### src/rtl/if_stage_param_if.sv
// if_stage_param_if: fetch-stage control, imem and IF/ID signals bundled for if_stage_param
interface if_stage_param_if #(parameter int ADDR_W = 10, parameter int DATA_W = 32, parameter int CNT_W = 32);
   logic              enable;
   logic              stall;
   logic              branch_taken;
   logic [ADDR_W-1:0] branch_target;
   logic              jump;
   logic [ADDR_W-1:0] jump_target;
   logic [ADDR_W-1:0] imem_addr;
   logic [DATA_W-1:0] imem_rdata;
   logic [DATA_W-1:0] instruc;
   logic [ADDR_W-1:0] pc_out;
   logic [ADDR_W-1:0] pc_plus_1;
   logic              valid;
   logic [CNT_W-1:0]  fetch_count;
   modport master (
      input  enable, stall, branch_taken, branch_target, jump, jump_target, imem_rdata,
      output imem_addr, instruc, pc_out, pc_plus_1, valid, fetch_count
   );
   modport slave (
      output enable, stall, branch_taken, branch_target, jump, jump_target, imem_rdata,
      input  imem_addr, instruc, pc_out, pc_plus_1, valid, fetch_count
   );
endinterface

### src/rtl/if_stage_param.sv
// if_stage_param: parametrised fetch stage with stall hold buffer, redirect flush and delivery counter
module if_stage_param #(
   parameter int                ADDR_W   = 10,
   parameter int                DATA_W   = 32,
   parameter logic [ADDR_W-1:0] RESET_PC = '0,
   parameter int                CNT_W    = 32
) (
   input logic             clock,
   input logic             reset,
   if_stage_param_if.master bus
);
   logic [ADDR_W-1:0] pc_f, pc_d, target;
   logic              vld_d, hold_act, adv, redir;
   logic [DATA_W-1:0] hold_instr;
   logic [CNT_W-1:0]  cnt;
   always_comb begin
      adv    = bus.enable & ~bus.stall;
      redir  = bus.enable & (bus.branch_taken | bus.jump);
      target = bus.branch_taken ? bus.branch_target : bus.jump_target;
   end
   always_ff @(posedge clock) begin
      if (reset) begin
         pc_f       <= RESET_PC;
         pc_d       <= RESET_PC;
         vld_d      <= 1'b0;
         hold_act   <= 1'b0;
         hold_instr <= '0;
         cnt        <= '0;
      end else begin
         if (redir) begin
            pc_f     <= target;
            pc_d     <= pc_f;
            vld_d    <= 1'b0;
            hold_act <= 1'b0;
         end else if (adv) begin
            pc_f     <= pc_f + 1'b1;
            pc_d     <= pc_f;
            vld_d    <= 1'b1;
            hold_act <= 1'b0;
         end else if (!hold_act) begin
            // first frozen cycle: capture the word before the memory output moves on
            hold_instr <= bus.imem_rdata;
            hold_act   <= 1'b1;
         end
         if (adv & vld_d & ~redir) cnt <= cnt + 1'b1;
      end
   end
   always_comb begin
      bus.imem_addr   = pc_f;
      bus.instruc     = hold_act ? hold_instr : bus.imem_rdata;
      bus.pc_out      = pc_d;
      bus.pc_plus_1   = pc_d + 1'b1;
      bus.valid       = vld_d;
      bus.fetch_count = cnt;
   end
endmodule

### src/flat_wrapper.sv
// flat-port wrapper written by rule: the top's interface ports become plain ports
module if_stage_param_flat 
#(
   parameter int                ADDR_W   = 10,
   parameter int                DATA_W   = 32,
   parameter logic [ADDR_W-1:0] RESET_PC = '0,
   parameter int                CNT_W    = 32
)
  (clock, reset, bus_enable, bus_stall, bus_branch_taken, bus_branch_target, bus_jump, bus_jump_target, bus_imem_rdata, bus_imem_addr, bus_instruc, bus_pc_out, bus_pc_plus_1, bus_valid, bus_fetch_count);
  if_stage_param_if #(.ADDR_W(ADDR_W), .DATA_W(DATA_W), .CNT_W(CNT_W)) bus_i ();
  input logic clock;
  input logic reset;
  input wire logic [$bits(bus_i.enable)-1:0] bus_enable;
  input wire logic [$bits(bus_i.stall)-1:0] bus_stall;
  input wire logic [$bits(bus_i.branch_taken)-1:0] bus_branch_taken;
  input wire logic [$bits(bus_i.branch_target)-1:0] bus_branch_target;
  input wire logic [$bits(bus_i.jump)-1:0] bus_jump;
  input wire logic [$bits(bus_i.jump_target)-1:0] bus_jump_target;
  input wire logic [$bits(bus_i.imem_rdata)-1:0] bus_imem_rdata;
  output wire logic [$bits(bus_i.imem_addr)-1:0] bus_imem_addr;
  output wire logic [$bits(bus_i.instruc)-1:0] bus_instruc;
  output wire logic [$bits(bus_i.pc_out)-1:0] bus_pc_out;
  output wire logic [$bits(bus_i.pc_plus_1)-1:0] bus_pc_plus_1;
  output wire logic [$bits(bus_i.valid)-1:0] bus_valid;
  output wire logic [$bits(bus_i.fetch_count)-1:0] bus_fetch_count;
  assign bus_i.enable = bus_enable;
  assign bus_i.stall = bus_stall;
  assign bus_i.branch_taken = bus_branch_taken;
  assign bus_i.branch_target = bus_branch_target;
  assign bus_i.jump = bus_jump;
  assign bus_i.jump_target = bus_jump_target;
  assign bus_i.imem_rdata = bus_imem_rdata;
  assign bus_imem_addr = bus_i.imem_addr;
  assign bus_instruc = bus_i.instruc;
  assign bus_pc_out = bus_i.pc_out;
  assign bus_pc_plus_1 = bus_i.pc_plus_1;
  assign bus_valid = bus_i.valid;
  assign bus_fetch_count = bus_i.fetch_count;
  if_stage_param #(.ADDR_W(ADDR_W), .DATA_W(DATA_W), .RESET_PC(RESET_PC), .CNT_W(CNT_W)) u_core (.clock(clock), .reset(reset), .bus(bus_i));
endmodule
### config.mk
export PLATFORM = sky130hd
export DESIGN_NAME = if_stage_param_flat
export DESIGN_NICKNAME = d
export VERILOG_FILES = /design/src/rtl/if_stage_param_if.sv /design/src/rtl/if_stage_param.sv /design/src/flat_wrapper.sv
export SDC_FILE = /design/constraint.sdc
export NUM_CORES = 1
export LEC_CHECK = 0
export BUFFER_PORTS_ARGS = -buffer_cell sky130_fd_sc_hd__buf_2
export CAP_MARGIN = 25
export CORE_MARGIN = 1
export CORE_UTILIZATION = 50
export DETAILED_ROUTE_END_ITERATION = 12
export PLACE_DENSITY = 0.76
export SLEW_MARGIN = 20
export SYNTH_ARGS = -nofsm -noshare
export SYNTH_HDL_FRONTEND = slang
export SYNTH_SLANG_ARGS = --single-unit
### constraint.sdc
create_clock -name clock -period 2 [get_ports clock]
set_clock_uncertainty 0.05 [all_clocks]
set_input_delay 0 -clock clock [delete_from_list [all_inputs] [get_ports clock]]
set_output_delay 0 -clock clock [all_outputs]
set_load 0.005 [all_outputs]
==> impl_metrics.json, run 1 <==
{
  "cp_max_fo": 8,
  "viasPerCell": 5.58,
  "required_ns": 2.24,
  "cp_top_family": "simple AND/OR/NAND/NOR gates",
  "htreeDepth": 3,
  "cpPeakStageDelay_ns": 0.55,
  "drt-total-wl_um": 11600,
  "setup_viol": 0,
  "syn_area_um2": 4240,
  "syn_to_final_growth_pct": 33.3,
  "p_leak_uw": 0.00241,
  "final_hold_viol_count": 1,
  "drcViolationCount": 0,
  "violations": "hold timing",
  "tns_ns": 0,
  "gr-total-overflow": 0,
  "dieWidth_um": 94.1,
  "cts-root-buf": "clkbuf_8",
  "powerDensity_nw_per_um2": 664,
  "synth_seq_cells": 86,
  "dp_hpwl_um": 8120,
  "antenna_cells": 0,
  "period_needed_ns": 1.90,
  "clk_pin_slew_ns": 0.10,
  "vias": 4428,
  "cts.sinks": 86,
  "synth_ff_type": "dfxtp_1",
  "arrival_ns": 2.14,
  "cts_tree": "yes",
  "postSynth.asyncResetShare_pct": 0,
  "ant_nets": 0,
  "peakVddDrop_uv": 402,
  "rsz0062_at_grt": "no",
  "firstDrtPassIters": 4,
  "drive_gt1_share_pct": 33.5,
  "cap_violations": 0,
  "n_fill_cell": 680,
  "ios": 153,
  "numCtsBuffers": 9,
  "grt_use_total_pct": 25.8,
  "final_cell_mix": "buf_2 (152), nand2_1 (98), dfxtp_1 (86)",
  "worst_pin_slew_ns": 0.659,
  "gp_congestion": 0.910,
  "fp.coreArea_um2": 8220,
  "first_iter_violations": 159,
  "cpMaxStageDelayCell": "or4_1",
  "crit_path_start_kind": "flop",
  "slew_headroom_pct": 56.1,
  "start_util_pct": 51.6,
  "cp_cell_sequence": "and4_1 > nand4_1 > or4_1 > a21oi_1",
  "clock_latency_ns": 0.37,
  "critical_path_class": "flop to flop",
  "drt-wirelength-per-cell_um": 14.6,
  "synth_edf_count": 0,
  "antenna_found_initial": 0,
  "ys_warn_count": 0,
  "rows": 33,
  "avgSynthCellArea_um2": 8.27,
  "grt_pass1_vias": 4068,
  "portBuffers": 152,
  "synth_seq_area_share_pct": 40.6,
  "grt_max_degree": 42,
  "grt_pass1_wl_um": 18300,
  "critPathBufInv": 0,
  "hp-class": "input port to flop",
  "timing.final.crit_share_pct": 94.8,
  "die_h_um": 94.1,
  "slew_viol_final": 0,
  "die-area_um2": 8850,
  "nets": 745,
  "clockBufferDepth": 2,
  "syn_inst": 513,
  "synth_fp_nets": 574,
  "fmax_ghz": 0.527,
  "synth.distinct_cells": 39,
  "holdWs_ns": -0.0101,
  "cp-end-kind": "flop",
  "outcome": "finished with violations",
  "final_common_cell": "buf_2"
}
## tightest hold or removal path, cell delays in order
cell	delay (ns)
buf_2	0.11
mux2i_1	0.14
a2111oi_0	0.11
## stage by stage
step | total power [uW] | setup slack (ns) | area, um^2 | instances | util [%]
floorplan | 2150 | 0.103 | 4240 | 513 | -
global placement | 2360 | 0.212 | 5190 | 755 | 63.1
detailed placement | 2370 | 0.114 | 5190 | 755 | 63.1
CTS | 3770 | 0.0618 | 5620 | 792 | 68.4
global route | 3910 | 0.00159 | 5650 | 794 | 68.8
finish | 3750 | 0.104 | 5650 | 794 | 68.8
## cells in the mapped netlist, drive strengths merged (2+ instances only)
master / count / share of area [%]
xnor2: 10 / 2.1
o21ai: 12 / 1.4
nand2: 98 / 8.7
inv: 6 / 0.53
or3: 6 / 0.89
a21oi: 70 / 8.3
o31ai: 15 / 2.7
nor4: 4 / 0.59
and2: 2 / 0.30
buf: 3 / 0.30
clkbuf: 32 / 2.9
mux2i: 8 / 1.9
nand4: 16 / 2.4
or4: 12 / 2.1
ha: 3 / 0.89
xor2: 9 / 1.9
nor2b: 7 / 1.0
a2111oi: 3 / 0.62
nand3: 24 / 3.0
nor3: 5 / 0.59
and4: 7 / 1.4
dfxtp: 86 / 41
mux2: 35 / 9.3
a211oi: 3 / 0.53
and3: 9 / 1.3
nor2: 18 / 1.6
## cell families (layout without fill, tap and decap cells)
| logic type | count (synthesis) | in the layout | synth area share, % |
|---|---|---|---|
| DFF | 86 | 86 | 40.6 |
| buffers and inverters | 41 | 217 | 3.69 |
| adders and majority gates | 3 | 3 | 0.885 |
| muxes | 43 | 43 | 11.2 |
| and+or+nand+nor | 211 | 211 | 24.8 |
| xor gates and xnor gates | 19 | 19 | 3.92 |
| AOI/OAI and AO/OA | 110 | 110 | 14.9 |
## registers in the layout, summed over array words and instances, names as in the netlist
name                    flops
u_core.bus.fetch_count     32
u_core.bus.imem_addr       10
u_core.bus.pc_out          10
u_core.bus.valid            1
u_core.hold_act             1
u_core.hold_instr          32
## final cells by class
cell class              count  area (um^2)  share of cell area (%)
repair buffers            195         1160                    20.6
clock buffers               9          124                    2.19
flip-flops and latches     86         1720                    30.5
multi-input cells         386         2390                    42.3
well taps                 105          131                    2.33
clock inverters             7         97.6                    1.73
inverters                   6         22.5                   0.399
## power by group
part,switching [uW],internal (uW),total (uW)
sequential,62.3,1780,1840
clock,668,708,1380
combinational,259,272,531
## final timing paths
path,start,endpoint,slack (ns),cells after the start
setup / recovery,u_core.bus.valid$_SDFFE_PP0P_,u_core.bus.fetch_count[31]$_SDFFE_PP0P_,0.10,4
hold / removal,bus_branch_target[4],u_core.bus.imem_addr[4]$_SDFFE_PP0N_,-0.01,3
setup reg to reg,u_core.bus.valid$_SDFFE_PP0P_,u_core.bus.fetch_count[31]$_SDFFE_PP0P_,0.10,4
hold reg to reg,u_core.hold_instr[20]$_SDFFE_PP0P_,u_core.hold_instr[20]$_SDFFE_PP0P_,0.40,2
## what timing repair did
| action | CTS | global route |
|---|---|---|
| setup endpoints to repair | 0 | 7 |
| hold buffers | 21 | 1 |
| buffers inserted | 0 | 1 |
| resized for setup | 0 | 3 |
| endpoints found under the hold margin | 20 | 1 |
## layer usage
metal / wire [um] / vias to the layer above / GRT usage (%)
met5: 0 / - / 0
met4: 231 / 0 / 9.49
met3: 728 / 28 / 7.20
met2: 5650 / 152 / 44.6
met1: 5010 / 2055 / 30.2
li1: - / 2193 / -
Power figures use the tool's default switching activity.
==> inputs of run 2 (changes only) <==
CELL_PAD_IN_SITES_DETAIL_PLACEMENT = 1   (was default)
CELL_PAD_IN_SITES_GLOBAL_PLACEMENT = 1   (was default)
CORE_UTILIZATION = 36   (was 50)
CTS_BUF_LIST = sky130_fd_sc_hd__clkbuf_16   (was default)
PLACE_DENSITY = 0.77   (was 0.76)
==> impl_metrics.json, run 2 (synthesis results as in run 1) <==
{
  "gr-total-overflow": 0,
  "critical_path_class": "flop to flop",
  "grt_use_total_pct": 22.5,
  "htreeDepth": 3,
  "grt_pass1_vias": 4402,
  "final_hold_viol_count": 1,
  "hp-class": "input port to flop",
  "drcViolationCount": 0,
  "crit_path_start_kind": "flop",
  "met2_usage_pct": 39.0,
  "fmax_ghz": 0.526,
  "p_leak_uw": 0.00239,
  "ant_nets": 0,
  "rows": 39,
  "crit_start": "u_core.bus.fetch_count[0]$_SDFFE_PP0P_",
  "cp-end-kind": "flop",
  "r2r_cells": 5,
  "outcome": "finished with violations",
  "nets": 727,
  "cp_max_fo": 10,
  "final_common_cell": "buf_2",
  "final_cell_mix": "buf_2 (152), nand2_1 (97), dfxtp_1 (86)",
  "layout_setup_ws_ns": 0.0977,
  "required_ns": 2.22,
  "numCtsBuffers": 9,
  "dpl_cell_area_um2": 5240,
  "grt.met3_usage_pct": 3.73,
  "p_total_uw": 4280,
  "hp-start": "bus_jump_target[4]",
  "portBuffers": 152,
  "cpPeakStageDelay_ns": 0.51,
  "drt-wirelength-per-cell_um": 16.7,
  "critPathBufInv": 0,
  "drt-total-wl_um": 13600,
  "r2r_end": "u_core.bus.fetch_count[30]$_SDFFE_PP0P_",
  "antenna_cells": 0,
  "cts-root-buf": "clkbuf_16",
  "powerDensity_nw_per_um2": 762,
  "viasPerCell": 5.38,
  "cts.sinks": 86,
  "syn_to_final_growth_pct": 32.6,
  "setup_viol": 0,
  "cp_top_family": "simple AND/OR/NAND/NOR gates",
  "holdPathEnd": "u_core.bus.imem_addr[4]$_SDFFE_PP0N_",
  "fp.coreArea_um2": 11500,
  "firstDrtPassIters": 4,
  "slew_viol_final": 0,
  "clock_latency_ns": 0.34,
  "r2r_setup_slack_ns": 0.1,
  "timing.final.crit_share_pct": 95.1,
  "worst_pin_slew_ns": 0.779,
  "dp_hpwl_um": 10000,
  "min_path_cells": 3,
  "period_needed_ns": 1.90,
  "grt_max_degree": 40,
  "grt_pass1_wl_um": 22400,
  "cp_cell_sequence": "ha_1 > and4_2 > nand3_4 > or4_1 > a21oi_1",
  "holdWs_ns": -0.000802,
  "vias": 4383,
  "cts_tree": "yes",
  "antenna_found_initial": 0,
  "arrival_ns": 2.12,
  "violations": "hold timing",
  "r2r-start": "u_core.bus.fetch_count[0]$_SDFFE_PP0P_",
  "clk_pin_slew_ns": 0.06,
  "dieWidth_um": 111,
  "gp_congestion": 0.795,
  "cpMaxStageDelayCell": "or4_1",
  "use_met1_pct": 28.3,
  "first_iter_violations": 166,
  "drive_gt1_share_pct": 34.4,
  "dp_slack_ns": 0.0482,
  "slew_headroom_pct": 48.0,
  "clockBufferDepth": 2,
  "cap_violations": 0,
  "ios": 153,
  "start_util_pct": 37.0,
  "fin_area_um2": 5620,
  "die_h_um": 111,
  "top_usage_layer": "met2",
  "utilization_pct": 49.0,
  "peakVddDrop_uv": 508,
  "die-area_um2": 12200
}
==> run 2: layer usage <==
layer | vias up | routed length [um]
li1 | 2151 | -
met1 | 2109 | 6050
met2 | 109 | 6800
met3 | 14 | 565
met4 | 0 | 175
met5 | - | 0
==> run 2: worst max path at each step <==
stage | to | slack, ns | depth (start not counted)
after detailed placement | u_core.bus.fetch_count[30]$_SDFFE_PP0P_ | 0.05 | 5
final | u_core.bus.fetch_count[30]$_SDFFE_PP0P_ | 0.1 | 5
after global routing | u_core.bus.fetch_count[30]$_SDFFE_PP0P_ | -0.002 | 5
after floorplan | u_core.bus.fetch_count[25]$_SDFFE_PP0P_ | 0.10 | 6
after global placement | u_core.bus.fetch_count[30]$_SDFFE_PP0P_ | 0.19 | 5
after CTS | u_core.bus.fetch_count[30]$_SDFFE_PP0P_ | 0.02 | 5
==> run 2: metrics by stage <==
stage,hold slack (ns),std cells,setup TNS (ns)
5_1_grt,0.0346,814,-0.00224
6_report,-0.000802,814,0
2_1_floorplan,0.0892,513,0
3_5_place_dp,0.267,795,0
4_1_cts,0.0116,814,0
3_3_place_gp,0.261,795,0
==> run 2: final cells by class <==
class	instances	area [um^2]
timing repair buffer	177	968
sequential	86	1720
tap	143	179
clock inverter	7	113
fill	1417	5840
multi-input combinational	386	2390
inverter	6	22.5
clock buffer	9	225
==> run 2: what timing repair did <==
action                                  4_1_cts  5_1_grt
hold buffers                                  3        0
buffers inserted                              0        0
gates resized for setup                       0        4
endpoints found under the setup margin        0        9
hold endpoints to repair                      2        0
==> run 2: tightest hold or removal path: cells and delay by family <==
kind                   cells  cell delay [ns]
buffers and inverters      1             0.10
AO/OA/AOI/OAI              1             0.11
multiplexers               1             0.13
==> run 2: power by group <==
| part | switching [uW] | internal (uW) | leakage [uW] |
|---|---|---|---|
| clock network | 715 | 1210 | 0.000167 |
| logic | 260 | 248 | 0.00152 |
| registers | 64.6 | 1780 | 0.000702 |
